===== src/rtl/t_pulse_gen.sv =====
// t_pulse_gen: conditions a raw, bouncing toggle request into one clean
// single-cycle pulse per accepted press for a downstream T flip-flop.
// The input is first passed through a two-flop synchroniser. A four-state
// debounce FSM then qualifies each level change over DB_CYCLES samples.
module t_pulse_gen #(
  parameter int DB_CYCLES = 4,
  parameter int CNT_W     = 8
) (
  input  logic             clk,
  input  logic             rst,
  input  logic             btn_in,
  output logic             t,
  output logic             level,
  output logic             busy,
  output logic [CNT_W-1:0] press_cnt
);

  // Last debounce count before a qualified change is accepted.
  localparam logic [CNT_W-1:0] DB_LAST = CNT_W'(DB_CYCLES - 1);

  typedef enum logic [1:0] {
    IDLE_LOW  = 2'd0,
    WAIT_HIGH = 2'd1,
    HIGH      = 2'd2,
    WAIT_LOW  = 2'd3
  } state_t;

  state_t           state_reg, state_next;
  logic [CNT_W-1:0] cnt_reg, cnt_next;
  logic             t_reg, t_next;
  logic             level_reg, level_next;
  logic [CNT_W-1:0] press_cnt_reg, press_cnt_next;

  // sync_reg[0] is the first (metastability-exposed) stage. sync_reg[1]
  // is the only copy of the input that the FSM is allowed to look at.
  logic [1:0] sync_reg;
  logic       s2;

  assign s2 = sync_reg[1];

  // Two-flop synchroniser for the asynchronous button line.
  always_ff @(posedge clk) begin
    if (rst) begin
      sync_reg <= 2'b00;
    end else begin
      sync_reg <= {sync_reg[0], btn_in};
    end
  end

  // FSM state, debounce counter and registered outputs.
  always_ff @(posedge clk) begin
    if (rst) begin
      state_reg     <= IDLE_LOW;
      cnt_reg       <= '0;
      t_reg         <= 1'b0;
      level_reg     <= 1'b0;
      press_cnt_reg <= '0;
    end else begin
      state_reg     <= state_next;
      cnt_reg       <= cnt_next;
      t_reg         <= t_next;
      level_reg     <= level_next;
      press_cnt_reg <= press_cnt_next;
    end
  end

  // Next-state and output logic. The pulse defaults low, so a press can
  // only ever produce a single-cycle pulse.
  always_comb begin
    state_next     = state_reg;
    cnt_next       = cnt_reg;
    t_next         = 1'b0;
    level_next     = level_reg;
    press_cnt_next = press_cnt_reg;

    case (state_reg)
      IDLE_LOW: begin
        if (s2) begin
          state_next = WAIT_HIGH;
          cnt_next   = '0;
        end
      end

      WAIT_HIGH: begin
        if (!s2) begin
          // The high run was too short: drop it as a bounce.
          state_next = IDLE_LOW;
        end else if (cnt_reg == DB_LAST) begin
          state_next     = HIGH;
          t_next         = 1'b1;
          level_next     = 1'b1;
          press_cnt_next = press_cnt_reg + CNT_W'(1);
        end else begin
          cnt_next = cnt_reg + CNT_W'(1);
        end
      end

      HIGH: begin
        if (!s2) begin
          state_next = WAIT_LOW;
          cnt_next   = '0;
        end
      end

      WAIT_LOW: begin
        if (s2) begin
          // A dip while pressed is a bounce. It must not count as a new
          // press, so return to HIGH silently.
          state_next = HIGH;
        end else if (cnt_reg == DB_LAST) begin
          state_next = IDLE_LOW;
          level_next = 1'b0;
        end else begin
          cnt_next = cnt_reg + CNT_W'(1);
        end
      end

      default: begin
        state_next = IDLE_LOW;
        cnt_next   = '0;
      end
    endcase
  end

  assign t         = t_reg;
  assign level     = level_reg;
  assign press_cnt = press_cnt_reg;
  assign busy      = (state_reg == WAIT_HIGH) || (state_reg == WAIT_LOW);

endmodule

===== config.mk =====
export PLATFORM = sky130hd
export DESIGN_NAME = t_pulse_gen
export DESIGN_NICKNAME = d
export VERILOG_FILES = /design/src/rtl/t_pulse_gen.sv
export SDC_FILE = /design/constraint.sdc
export NUM_CORES = 1
export LEC_CHECK = 0
export CAP_MARGIN = 20
export CORE_AREA = 2 2 61 48
export DETAILED_ROUTE_END_ITERATION = 7
export DIE_AREA = 0 0 63 50
export GPL_ROUTABILITY_DRIVEN = 0
export PLACE_DENSITY = 0.67
export SKIP_LAST_GASP = 1
export SLEW_MARGIN = 0
export SYNTH_ARGS = -nofsm -noshare
export SYNTH_HDL_FRONTEND = slang
export SYNTH_SLANG_ARGS = --single-unit
export TNS_END_PERCENT = 30

===== constraint.sdc =====
create_clock -name clk -period 4.5 [get_ports clk]
set_clock_uncertainty 0.1 [all_clocks]
set_input_delay 0.675 -clock clk [delete_from_list [all_inputs] [get_ports clk]]
set_output_delay 0.675 -clock clk [all_outputs]
set_load 0.1 [all_outputs]

==> results of run 1 <==
report_power, final:
part	internal [mW]	total (mW)	switching, mW	leakage (nW)
Clock	0.0494	0.108	0.0587	0.0210
Sequential	0.197	0.199	0.00209	0.178
Combinational	0.00611	0.0206	0.0145	0.206
Total	0.253	0.328	0.0753	0.405
how the worst max path moves through the flow:
stage | start | to | slack (ps) | cells past startpoint
after global routing | press_cnt[0]$_SDFFE_PP0P_ | press_cnt[0] | 1750 | 1
after detailed placement | press_cnt[3]$_SDFFE_PP0P_ | press_cnt[3] | 2170 | 1
after CTS | press_cnt[3]$_SDFFE_PP0P_ | press_cnt[3] | 1810 | 1
final | press_cnt[0]$_SDFFE_PP0P_ | press_cnt[0] | 1830 | 1
after global placement | press_cnt[0]$_SDFFE_PP0P_ | press_cnt[0] | 2190 | 1
after floorplan | press_cnt[3]$_SDFFE_PP0P_ | press_cnt[7]$_SDFFE_PP0P_ | 2290 | 4
kinds of logic after synthesis:
family	share of synthesized area, %
adders and majority gates	2.551
AOI/OAI and AO/OA	7.271
muxes	1.020
xor gates and xnor gates	12.50
buffers and inverters	1.913
DFF	44.90
and+or+nand+nor	29.85
area by class of cell:
cell class | instances | area (sq um)
Sequential cell | 22 | 440.4
Tap cell | 36 | 45.04
Multi-Input combinational cell | 77 | 521.8
Clock buffer | 4 | 36.28
Fill cell | 269 | 1358
Timing Repair Buffer | 13 | 130.1
Inverter | 3 | 11.26
metal layers:
metal / vias to the layer above / share of wire, % / GRT usage [%]
li1: 400 / - / -
met1: 351 / 52 / 16.76
met2: 19 / 41 / 18.26
met3: 2 / 5.8 / 4.566
met4: 0 / 1.0 / 4.444
met5: - / 0 / 0
placed cells by master, fill, tap and decap left out, types with 3 or more instances in the layout:
cell type | netlist | final
sky130_fd_sc_hd__xnor2_1 | 7 | 7
sky130_fd_sc_hd__xor2_1 | 7 | 7
sky130_fd_sc_hd__nand4_1 | 5 | 5
sky130_fd_sc_hd__clkbuf_4 | 0 | 3
sky130_fd_sc_hd__nand3_1 | 4 | 4
sky130_fd_sc_hd__clkdlybuf4s50_1 | 0 | 13
sky130_fd_sc_hd__inv_1 | 3 | 3
sky130_fd_sc_hd__nor2b_1 | 4 | 4
sky130_fd_sc_hd__dfxtp_1 | 22 | 22
sky130_fd_sc_hd__nand2_1 | 5 | 5
sky130_fd_sc_hd__nor2_1 | 14 | 14
sky130_fd_sc_hd__a21oi_1 | 5 | 5
==> results_tabular.tex, run 1 <==
\begin{tabular}{lr}
\hline
Metric & Value \\
\hline
\multicolumn{2}{l}{\textbf{Run status}} \\
\quad Result of the run & completed \\
\multicolumn{2}{l}{\textbf{Worst setup path}} \\
\quad Required @ worst endpoint & between 3000 and 4000 ps \\
\quad Count of buffer and inverter cells on the critical path & 1 \\
\quad Data arrival time of the worst path & between 1500 and 2000 ps \\
\quad Highest-delay cell along the critical path & sky130\_fd\_sc\_hd\_\_clkdlybuf4s50\_1 \\
\quad R2r setup slk & 2560 ps \\
\quad Crit path largest cell delay & about 1200 ps \\
\quad Path type of the worst setup path & flip-flop to primary output \\
\quad Critical path fanouts, max & 5 \\
\quad List of cells traversed by the critical path & clkdlybuf4s50\_1 \\
\quad Crit path max-delay family & buffers and inverters \\
\quad Startpoint type of the worst setup path & flip-flop \\
\quad Depth of the worst register-to-register path & 5 \\
\quad Kind of end point of the critical path & primary output \\
\quad Reg2Reg Capture Point & press\_cnt[7]\$\_SDFFE\_PP0P\_ \\
\quad Launch instance of the worst register-to-register path & cnt\_reg[0]\$\_SDFFE\_PP0P\_ \\
\multicolumn{2}{l}{\textbf{Clocking}} \\
\quad Sinks on Clock Net & 22 \\
\quad Master cell of the clock root buffer & sky130\_fd\_sc\_hd\_\_clkbuf\_4 \\
\quad CTS tree & done \\
\quad Clock insertion delay at the later pin of the skew report & $\sim$310 ps \\
\quad Setup bufs post-CTS & 0 \\
\quad Clock buffer count from CTS & 3 \\
\quad Number of buffers added to fix hold violations after cts & 0 \\
\quad Depth of the CTS H-tree & 1 \\
\quad Max Root-Sink Buffers & 2 \\
\quad Clock slew at reported path FFs & 120 ps \\
\quad Count of cells resized by post-cts repair & 0 \\
\multicolumn{2}{l}{\textbf{Synth}} \\
\quad Number of flip-flops and latches in the synthesized netlist & 22 \\
\quad Post-synth EDFFs & 0 \\
\quad Leading cell type by number of instances after synthesis & sky130\_fd\_sc\_hd\_\_dfxtp\_1 \\
\quad Share of the synthesized area in the top cell type & between 40\% and 50\% \\
\quad Top post-synthesis cells by count & sky130\_fd\_sc\_hd\_\_dfxtp\_1, sky130\_fd\_sc\_hd\_\_nor2\_1, sky130\_fd\_sc\_hd\_\_xnor2\_1, sky130\_fd\_sc\_hd\_\_xor2\_1 \\
\quad Number of standard cells after synthesis & $\sim$100 \\
\quad Area leader, netlist & sky130\_fd\_sc\_hd\_\_dfxtp\_1 \\
\quad Synthesized net count & 109 \\
\quad Dominant cells by area after synthesis & sky130\_fd\_sc\_hd\_\_dfxtp\_1, sky130\_fd\_sc\_hd\_\_xnor2\_1, sky130\_fd\_sc\_hd\_\_xor2\_1, sky130\_fd\_sc\_hd\_\_nor2\_1, sky130\_fd\_sc\_hd\_\_nand4\_1 \\
\quad Yosys warns & 0 \\
\quad Average footprint of a synthesized cell & $\sim$9.4 sq um \\
\quad Portion of the post-synthesis area used by sequential elements & 44.90\% \\
\quad Count of unique library cells instantiated by Yosys & 31 \\
\quad Predominant post-synthesis flop cell & sky130\_fd\_sc\_hd\_\_dfxtp\_1 \\
\quad Share of synthesized flip-flops with an asynchronous set or reset & 0\% \\
\quad Synthesized area & $\sim$980 sq um \\
\multicolumn{2}{l}{\textbf{Power and ir drop}} \\
\quad Final Total Pwr & between 0.3 and 0.4 mW \\
\quad Pwr Density & around 280 nW/um\^{}2 \\
\quad Worst-case vdd ir drop & between 0.00015 and 0.0002 V \\
\quad Lkg Pwr & around 0.4 nW \\
\multicolumn{2}{l}{\textbf{STA}} \\
\quad Tightest slew margin relative to the limit & 34.78\% \\
\quad Minimum period implied by the final worst setup slack & 2671 ps \\
\quad Final setup violating endpoints & 0 \\
\quad Unrepaired setup endpoints after global routing & no \\
\quad Fmax & $\sim$0.37 GHz \\
\quad Minimum setup slack in the final design & around 1800 ps \\
\quad Post-route clock period utilization & between 50\% and 60\% \\
\quad TNS Setup & 0 ps \\
\quad Worst-Margin Slew & 975.2 ps \\
\quad Final max-slew violation count & 0 \\
\quad Final hold viol count & 0 \\
\quad Final hold slack & 359.6 ps \\
\multicolumn{2}{l}{\textbf{Finish}} \\
\quad Area growth, synth to finish & 20.79\% \\
\quad Fraction of final layout cells sized beyond drive strength 1 & around 6.7\% \\
\quad Final Non-Filler Cells & 155 \\
\quad Post-layout net count & 125 \\
\quad Antenna diode count & 0 \\
\quad Post-route standard cell area excluding fillers & 1185 sq um \\
\quad End-of-flow core utilization & between 40\% and 50\% \\
\multicolumn{2}{l}{\textbf{Drt}} \\
\quad Mean routed wirelength per cell & 11.72 um \\
\quad Remaining antenna violation count & 0 \\
\quad Total DRC errors in the routed layout & 0 \\
\quad Total detailed-routing wirelength & 1817 um \\
\quad Number of vias per cell & about 5.0 \\
\quad Total number of vias & a little under 800 \\
\quad Violation count after the first detailed-route iteration & 27 \\
\quad Iteration count of the initial detailed-routing pass & 4 \\
\multicolumn{2}{l}{\textbf{Floorplan}} \\
\quad Overall die area & between 3000 and 4000 sq um \\
\quad Die W & between 60 and 70 um \\
\quad Initial Utilization & 38.58\% \\
\quad Site Rows & 16 \\
\quad Top-level I/O count & 14 \\
\quad CORE AREA & about 2500 sq um \\
\quad Vertical die dimension & around 50 um \\
\multicolumn{2}{l}{\textbf{Place}} \\
\quad Half-perimeter wire length after detailed placement & 1374 um \\
\quad Placement-stage cell area & about 1100 sq um \\
\quad Input/output buffers & 13 \\
\quad Setup slack after placement & around 2200 ps \\
\quad Placed Cells incl. Taps & 151 \\
\multicolumn{2}{l}{\textbf{Worst hold path}} \\
\quad Min-Delay Endpoint & sync\_reg[1]\$\_SDFF\_PP0\_ \\
\quad Worst hold start & sync\_reg[0]\$\_SDFF\_PP0\_ \\
\quad Instance count along the most critical hold path & 1 \\
\quad Type of the worst min-delay path & flip-flop to flip-flop \\
\multicolumn{2}{l}{\textbf{GRT}} \\
\quad Global route total overflow & 0 \\
\quad Total GRT Usage & about 12\% \\
\quad Vias in the first global route & between 600 and 700 \\
\quad Wire length of the first global-routing pass & 3029 um \\
\quad Number of antenna violations at the first check in global routing & 0 \\
\quad Largest net degree at the start of global routing & 17 \\
\multicolumn{2}{l}{\textbf{Job}} \\
\quad Max capacitance violation total & 0 \\
\hline
\end{tabular}
(Power assumes the default switching activity.)
==> inputs of run 2 (changes only) <==
==> constraint.sdc (replaced) <==
create_clock -name clk -period 2.7 [get_ports clk]
set_clock_uncertainty 0.1 [all_clocks]
set_input_delay 0.405 -clock clk [delete_from_list [all_inputs] [get_ports clk]]
set_output_delay 0.405 -clock clk [all_outputs]
set_load 0.1 [all_outputs]
==> run 2 against run 1 <==
Compared with the run above:
- sequential power increased by 67%
- sequential share of layout area increased by 0.12 points
- global-route usage decreased by 0.52 points
- first-iteration DRC count decreased by 15%
- cell count increased by 0.65%
- die area unchanged
- register-to-register slack got worse by 1800 ps
- wire length decreased by 5.5%
- power increased by 88%
- worst setup slack got worse by 1000 ps
- flip-flop and latch count unchanged
- critical path type is now flip-flop to flip-flop
- critical endpoint is now press_cnt[7]$_SDFFE_PP0P_
- largest power group unchanged
==> results_tabular.tex, run 2 (synthesis gave the netlist of run 1 again) <==
\begin{tabular}{lr}
\hline
Metric & Value \\
\hline
\multicolumn{2}{l}{\textbf{Drt}} \\
\quad Mean routed wirelength per cell & 11.01 um (-6.1\%) \\
\quad Number of vias per cell & 4.737 (-4.9\%) \\
\quad Remaining antenna violation count & 0 (unchanged) \\
\quad Total number of vias & 739 (-4.3\%) \\
\quad Iteration count of the initial detailed-routing pass & 4 (unchanged) \\
\quad Violation count after the first detailed-route iteration & 23 (-15\%) \\
\quad Total detailed-routing wirelength & 1717 um (-5.5\%) \\
\quad Total DRC errors in the routed layout & 0 (unchanged) \\
\multicolumn{2}{l}{\textbf{Worst setup path}} \\
\quad Crit path max-delay family & simple AND/OR/NAND/NOR gates \\
\quad Data arrival time of the worst path & 2060 ps (+160 ps) \\
\quad List of cells traversed by the critical path & ha\_1, and4bb\_2, nand3\_4, or4\_1, a21oi\_1 \\
\quad Kind of end point of the critical path & flip-flop \\
\quad Crit path largest cell delay & 520 ps (-640 ps) \\
\quad Highest-delay cell along the critical path & sky130\_fd\_sc\_hd\_\_or4\_1 \\
\quad Count of buffer and inverter cells on the critical path & 0 (-1) \\
\quad Required @ worst endpoint & 2850 ps (-870 ps) \\
\quad R2r setup slk & 780 ps (-1780 ps) \\
\quad Depth of the worst register-to-register path & 5 (unchanged) \\
\quad Startpoint type of the worst setup path & flip-flop \\
\quad Reg2Reg Capture Point & press\_cnt[7]\$\_SDFFE\_PP0P\_ \\
\quad Path type of the worst setup path & flip-flop to flip-flop \\
\quad Launch instance of the worst register-to-register path & cnt\_reg[0]\$\_SDFFE\_PP0P\_ \\
\quad Critical path fanouts, max & 6 (+1) \\
\quad Critical path depth in cells & 5 (+4) \\
\multicolumn{2}{l}{\textbf{GRT}} \\
\quad Wire length of the first global-routing pass & 2967 um (-2.0\%) \\
\quad Number of antenna violations at the first check in global routing & 0 (unchanged) \\
\quad Total GRT Usage & 11.96\% (-0.52 points) \\
\quad Global route total overflow & 0 (unchanged) \\
\quad Largest net degree at the start of global routing & 16 (-1) \\
\quad Vias in the first global route & 642 (-7.0\%) \\
\multicolumn{2}{l}{\textbf{Clocking}} \\
\quad Clock insertion delay at the later pin of the skew report & 310 ps (about the same) \\
\quad Clock slew at reported path FFs & 120 ps (about the same) \\
\quad Setup bufs post-CTS & 0 (unchanged) \\
\quad Sinks on Clock Net & 22 (unchanged) \\
\quad Number of buffers added to fix hold violations after cts & 0 (unchanged) \\
\quad Count of cells resized by post-cts repair & 0 (unchanged) \\
\quad Clock buffer count from CTS & 3 (unchanged) \\
\quad Depth of the CTS H-tree & 1 (unchanged) \\
\quad Max Root-Sink Buffers & 2 (unchanged) \\
\quad Master cell of the clock root buffer & sky130\_fd\_sc\_hd\_\_clkbuf\_4 \\
\quad CTS tree & done \\
\multicolumn{2}{l}{\textbf{Power and ir drop}} \\
\quad Relative contribution of the clock network to total power & 40.5\% (+7.5 points) \\
\quad Switching Power & 0.1269 mW (+68\%) \\
\quad Share of total power in sequential cells & 53.9\% (-6.8 points) \\
\quad Cell Int Power & 0.4891 mW (+94\%) \\
\quad Lkg Pwr & 0.4395 nW (+8.4\%) \\
\quad Worst-case vdd ir drop & 0.0002751 V (+39\%) \\
\quad Sw Ratio & 20.60\% (-2.4 points) \\
\quad Final Total Pwr & 0.6160 mW (+88\%) \\
\quad Pwr Density & 521.5 nW/um\^{}2 (+88\%) \\
\quad Combinational share of power & 5.6\% (-0.7 points) \\
\multicolumn{2}{l}{\textbf{STA}} \\
\quad Tightest slew margin relative to the limit & 64.90\% (+30 points) \\
\quad Minimum setup slack in the final design & 784.6 ps (-1045 ps) \\
\quad Minimum period implied by the final worst setup slack & around 1900 ps \\
\quad Final hold viol count & 0 (unchanged) \\
\quad Worst-Margin Slew & 525.5 ps (-449.8 ps) \\
\quad Post-route clock period utilization & a little under three quarters \\
\quad Fmax & 0.5221 GHz \\
\quad TNS Setup & 0 ps (unchanged) \\
\quad Final max-slew violation count & 0 (unchanged) \\
\quad Final setup violating endpoints & 0 (unchanged) \\
\quad Final hold slack & 351.3 ps (-8.387 ps) \\
\quad Unrepaired setup endpoints after global routing & no \\
\multicolumn{2}{l}{\textbf{Place}} \\
\quad Setup slack after placement & 822.2 ps (-1352 ps) \\
\quad Placed Cells incl. Taps & 152 (+0.66\%) \\
\quad Input/output buffers & 13 (unchanged) \\
\quad Half-perimeter wire length after detailed placement & 1297 um (-5.6\%) \\
\quad Placement-stage cell area & 1129 sq um (-1.7\%) \\
\multicolumn{2}{l}{\textbf{Floorplan}} \\
\quad Overall die area & 3150 sq um (unchanged) \\
\quad Die W & 63 um (unchanged) \\
\quad Site Rows & 16 (unchanged) \\
\quad CORE AREA & 2542 sq um (unchanged) \\
\quad Top-level I/O count & 14 (unchanged) \\
\quad Initial Utilization & 38.58\% (unchanged) \\
\quad Vertical die dimension & 50 um (unchanged) \\
\multicolumn{2}{l}{\textbf{Finish}} \\
\quad End-of-flow core utilization & 46.46\% (-0.15 points) \\
\quad Area growth, synth to finish & 20.41\% \\
\quad Post-route standard cell area excluding fillers & 1181 sq um (-0.32\%) \\
\quad Post-layout net count & 126 (+0.80\%) \\
\quad Fraction of final layout cells sized beyond drive strength 1 & 16.67\% (+9.9 points) \\
\quad Leading cell type in the layout, fill and taps excluded & sky130\_fd\_sc\_hd\_\_dfxtp\_1 \\
\quad Antenna diode count & 0 (unchanged) \\
\quad Commonest cells after routing, fill and taps aside & sky130\_fd\_sc\_hd\_\_dfxtp\_1, sky130\_fd\_sc\_hd\_\_nor2\_1, sky130\_fd\_sc\_hd\_\_buf\_4 \\
\quad Final Non-Filler Cells & 156 (+0.65\%) \\
\multicolumn{2}{l}{\textbf{Worst hold path}} \\
\quad Worst hold start & sync\_reg[0]\$\_SDFF\_PP0\_ \\
\quad Min-Delay Endpoint & sync\_reg[1]\$\_SDFF\_PP0\_ \\
\quad Type of the worst min-delay path & flip-flop to flip-flop \\
\quad Instance count along the most critical hold path & 1 (unchanged) \\
\multicolumn{2}{l}{\textbf{Job}} \\
\quad Max capacitance violation total & 0 (unchanged) \\
\multicolumn{2}{l}{\textbf{Run status}} \\
\quad Result of the run & completed \\
\hline
\end{tabular}
run 2: cell types whose count changed in the layout (fill, tap and decap cells not counted), sizes merged:
| cell | before | now |
|---|---|---|
| bufinv | 0 | 1 |
| clkbuf | 4 | 3 |
| clkdlybuf4s50 | 13 | 2 |
| buf | 0 | 12 |
run 2: power groups by stage:
stage               combinational (mW)  sequential (mW)  clock, mW
finish                          0.0346            0.332      0.249
floorplan                       0.0147            0.349          0
detailed placement              0.0348            0.339          0
CTS                             0.0348            0.332      0.256
global route                    0.0368            0.333      0.272
global placement                0.0349            0.339          0
run 2: per-layer routing:
metal  up-vias  routed length [um]  GRT usage (%)
li1        398                   -              -
met1       327                 959          17.48
met2        12                 666          15.25
met3         2                  73          4.795
met4         0                  17          4.444
met5         -                   0              0
run 2: how the worst max path moves through the flow:
stage / startpoint / end / slack [ps]
floorplan: press_cnt[3]$_SDFFE_PP0P_ / press_cnt[7]$_SDFFE_PP0P_ / 490
finish: cnt_reg[0]$_SDFFE_PP0P_ / press_cnt[7]$_SDFFE_PP0P_ / 780
detailed placement: cnt_reg[0]$_SDFFE_PP0P_ / press_cnt[7]$_SDFFE_PP0P_ / 820
CTS: cnt_reg[0]$_SDFFE_PP0P_ / press_cnt[7]$_SDFFE_PP0P_ / 780
global placement: cnt_reg[0]$_SDFFE_PP0P_ / press_cnt[7]$_SDFFE_PP0P_ / 870
global route: cnt_reg[0]$_SDFFE_PP0P_ / press_cnt[7]$_SDFFE_PP0P_ / 650
run 2: cell type report:
class | instances | area, sq um
Clock buffer | 3 | 22.52
Clock inverter | 1 | 30.03
Fill cell | 255 | 1361
Inverter | 3 | 11.26
Multi-Input combinational cell | 77 | 521.8
Sequential cell | 22 | 440.4
Tap cell | 36 | 45.04
Timing Repair Buffer | 14 | 110.1
==> inputs of run 3 (changes only) <==
--- a/config.mk
+++ b/config.mk
@@ -10,7 +10,7 @@
 export DETAILED_ROUTE_END_ITERATION = 7
 export DIE_AREA = 0 0 63 50
 export GPL_ROUTABILITY_DRIVEN = 0
-export PLACE_DENSITY = 0.67
+export PLACE_DENSITY = 0.69
 export SKIP_LAST_GASP = 1
 export SLEW_MARGIN = 0
 export SYNTH_ARGS = -nofsm -noshare
==> constraint.sdc (replaced) <==
create_clock -name clk -period 1.65 [get_ports clk]
set_clock_uncertainty 0.1 [all_clocks]
set_input_delay 0.2475 -clock clk [delete_from_list [all_inputs] [get_ports clk]]
set_output_delay 0.2475 -clock clk [all_outputs]
set_load 0.1 [all_outputs]
==> run 3 against run 2 <==
Compared with the run above:
- the flow now finishes with violations (setup timing)
- via count up 16%
- flip-flop and latch count is the same
- combinational power up 120%
- sequential power rose by 59%
- clock power up 21%
- register-to-register slack worse by 830 ps
- first-iteration DRC count increased by 110%
- utilization grew 12 points
==> results_tabular.tex, run 3 (synthesis gave the netlist of run 1 again) <==
\begin{tabular}{lr}
\hline
Metric & Value \\
\hline
\multicolumn{2}{l}{\textbf{STA}} \\
\quad Unrepaired setup endpoints after global routing & yes \\
\quad Fmax & 0.5891 GHz (+13\%) \\
\quad Final max-slew violation count & 0 (unchanged) \\
\quad Final hold slack & 355.0 ps (+3.717 ps) \\
\quad Minimum setup slack in the final design & -47.46 ps (-832.1 ps) \\
\quad Worst-Margin Slew & 377.7 ps (-147.7 ps) \\
\quad Post-route clock period utilization & 102.9\% (+32 points) \\
\quad Final setup violating endpoints & 3 (+3) \\
\quad Tightest slew margin relative to the limit & 74.64\% (+9.7 points) \\
\quad Final hold viol count & 0 (unchanged) \\
\quad Minimum period implied by the final worst setup slack & 1697 ps (-217.9 ps) \\
\multicolumn{2}{l}{\textbf{Drt}} \\
\quad Remaining antenna violation count & 0 (unchanged) \\
\quad Total number of vias & 858 (+16\%) \\
\quad Highest routing layer actually used & met4 \\
\quad Total detailed-routing wirelength & 2319 um (+35\%) \\
\quad Iteration count of the initial detailed-routing pass & 4 (unchanged) \\
\quad Violation count after the first detailed-route iteration & 48 (+110\%) \\
\quad Metal3 WL & 122 um (+67\%) \\
\quad Mean routed wirelength per cell & 13.48 um (+22\%) \\
\quad Number of vias per cell & 4.988 (+5.3\%) \\
\quad Wire length on met2 & 1141 um (+71\%) \\
\quad Total DRC errors in the routed layout & 0 (unchanged) \\
\quad Met1 WL & 1010 um (+5.3\%) \\
\multicolumn{2}{l}{\textbf{Worst setup path}} \\
\quad R2r setup slk & -50 ps (-830 ps) \\
\quad Startpoint type of the worst setup path & flip-flop \\
\quad Crit path max-delay family & simple AND/OR/NAND/NOR gates \\
\quad Count of buffer and inverter cells on the critical path & 1 (+1) \\
\quad Critical path fanouts, max & 3 (-3) \\
\quad List of cells traversed by the critical path & or4\_4, buf\_6, o211ai\_1, xor2\_1, nor2\_1 \\
\quad Required @ worst endpoint & 1780 ps (-1070 ps) \\
\quad Path type of the worst setup path & flip-flop to flip-flop \\
\quad Data arrival time of the worst path & 1830 ps (-230 ps) \\
\quad Kind of end point of the critical path & flip-flop \\
\quad Highest-delay cell along the critical path & sky130\_fd\_sc\_hd\_\_or4\_4 \\
\quad Crit path largest cell delay & 580 ps (+60 ps) \\
\multicolumn{2}{l}{\textbf{Worst hold path}} \\
\quad Type of the worst min-delay path & flip-flop to flip-flop \\
\multicolumn{2}{l}{\textbf{Finish}} \\
\quad Commonest cells after routing, fill and taps aside & sky130\_fd\_sc\_hd\_\_buf\_4, sky130\_fd\_sc\_hd\_\_nor2\_1, sky130\_fd\_sc\_hd\_\_dfxtp\_1 \\
\quad Post-route standard cell area excluding fillers & 1494 sq um (+26\%) \\
\quad Leading cell type in the layout, fill and taps excluded & sky130\_fd\_sc\_hd\_\_buf\_4 \\
\quad Area growth, synth to finish & 52.30\% \\
\quad Post-layout net count & 142 (+13\%) \\
\quad Fraction of final layout cells sized beyond drive strength 1 & 37.50\% (+21 points) \\
\quad End-of-flow core utilization & 58.76\% (+12 points) \\
\quad Antenna diode count & 0 (unchanged) \\
\multicolumn{2}{l}{\textbf{Power and ir drop}} \\
\quad Final Total Pwr & 0.9051 mW (+47\%) \\
\quad Lkg Pwr & 0.5470 nW (+24\%) \\
\quad Pwr Density & 605.9 nW/um\^{}2 (+16\%) \\
\quad Worst-case vdd ir drop & 0.0005054 V (+84\%) \\
\multicolumn{2}{l}{\textbf{GRT}} \\
\quad Total GRT Usage & 16.30\% (+4.3 points) \\
\quad Vias in the first global route & 806 (+26\%) \\
\quad Largest net degree at the start of global routing & 16 (unchanged) \\
\quad Wire length of the first global-routing pass & 3788 um (+28\%) \\
\quad Number of antenna violations at the first check in global routing & 0 (unchanged) \\
\quad Global route total overflow & 0 (unchanged) \\
\multicolumn{2}{l}{\textbf{Floorplan}} \\
\quad CORE AREA & 2542 sq um (unchanged) \\
\quad Site Rows & 16 (unchanged) \\
\quad Top-level I/O count & 14 (unchanged) \\
\quad Initial Utilization & 38.58\% (unchanged) \\
\quad Die W & 63 um (unchanged) \\
\quad Vertical die dimension & 50 um (unchanged) \\
\quad Overall die area & 3150 sq um (unchanged) \\
\multicolumn{2}{l}{\textbf{Clocking}} \\
\quad Clock insertion delay at the later pin of the skew report & 320 ps (about the same) \\
\quad Clock slew at reported path FFs & 120 ps (about the same) \\
\quad CTS tree & done \\
\quad Depth of the CTS H-tree & 1 (unchanged) \\
\quad Clock buffer count from CTS & 3 (unchanged) \\
\quad Max Root-Sink Buffers & 2 (unchanged) \\
\quad Sinks on Clock Net & 22 (unchanged) \\
\quad Master cell of the clock root buffer & sky130\_fd\_sc\_hd\_\_clkbuf\_4 \\
\multicolumn{2}{l}{\textbf{Job}} \\
\quad Max capacitance violation total & 0 (unchanged) \\
\multicolumn{2}{l}{\textbf{Place}} \\
\quad Placement-stage cell area & 1411 sq um (+25\%) \\
\quad Input/output buffers & 13 (unchanged) \\
\quad Half-perimeter wire length after detailed placement & 1684 um (+30\%) \\
\multicolumn{2}{l}{\textbf{Run status}} \\
\quad Result of the run & complete, but fails checks \\
\quad Failing checks & setup timing \\
\hline
\end{tabular}
## run 3: changes by cell type in the layout (fill, tap and decap cells not counted), moves of 2 or more
cell                      delta
sky130_fd_sc_hd__buf_12     +11
sky130_fd_sc_hd__dfxtp_1    -10
sky130_fd_sc_hd__dfxtp_4     +8
sky130_fd_sc_hd__buf_4       +4
sky130_fd_sc_hd__dfxtp_2     +2
sky130_fd_sc_hd__nor4_1      -2
## run 3: power breakdown
part	total (mW)	switching, mW	leakage (nW)	internal (mW)
Clock	0.301	0.166	0.0210	0.135
Sequential	0.529	0.00485	0.185	0.525
Combinational	0.0747	0.0446	0.341	0.0301
## run 3: worst register-to-register path, stage by stage, from the launching register on
cell                       delay, ps
sky130_fd_sc_hd__dfxtp_4         380
sky130_fd_sc_hd__or4_4           580
sky130_fd_sc_hd__buf_6           150
sky130_fd_sc_hd__o211ai_1        190
sky130_fd_sc_hd__xor2_1          160
sky130_fd_sc_hd__nor2_1           50
## run 3: worst paths after layout
| check | startpoint | to | cells past startpoint |
|---|---|---|---|
| worst max-delay path | cnt_reg[3]$_SDFFE_PP0P_ | cnt_reg[2]$_SDFFE_PP0P_ | 5 |
| worst min-delay path | sync_reg[0]$_SDFF_PP0_ | sync_reg[1]$_SDFF_PP0_ | 1 |
| worst max register to register | cnt_reg[3]$_SDFFE_PP0P_ | cnt_reg[2]$_SDFFE_PP0P_ | 5 |
| worst min register to register | sync_reg[0]$_SDFF_PP0_ | sync_reg[1]$_SDFF_PP0_ | 1 |
## run 3: layer usage
| layer | vias up | GRT usage, % |
|---|---|---|
| met5 | - | 0 |
| met4 | 0 | 9.630 |
| met3 | 5 | 5.251 |
| met2 | 23 | 24.47 |
| met1 | 394 | 20.42 |
| li1 | 436 | - |
## run 3: through the flow
step | setup slack [ps] | std cells | TNS (ps)
global placement | 9.598 | 167 | 0
finish | -47.46 | 172 | -118.8
floorplan | -78.14 | 104 | -103.9
CTS | -21.63 | 172 | -43.88
global route | -97.60 | 172 | -596.0
detailed placement | -52.36 | 167 | -145.2
## run 3: final cells by class
| cell class | count | area, sq um |
|---|---|---|
| clock buffers | 4 | 36.28 |
| fillers | 239 | 1049 |
| inverters | 3 | 11.26 |
| multi-input cells | 77 | 556.8 |
| flip-flops and latches | 22 | 473.0 |
| well taps | 36 | 45.04 |
| repair buffers | 30 | 371.6 |
## run 3: repair_timing
action	CTS	global route
endpoints found under the setup margin	6	9
buffers inserted	1	0
hold buffers	0	0
gates resized for setup	2	7
pin swaps	1	4
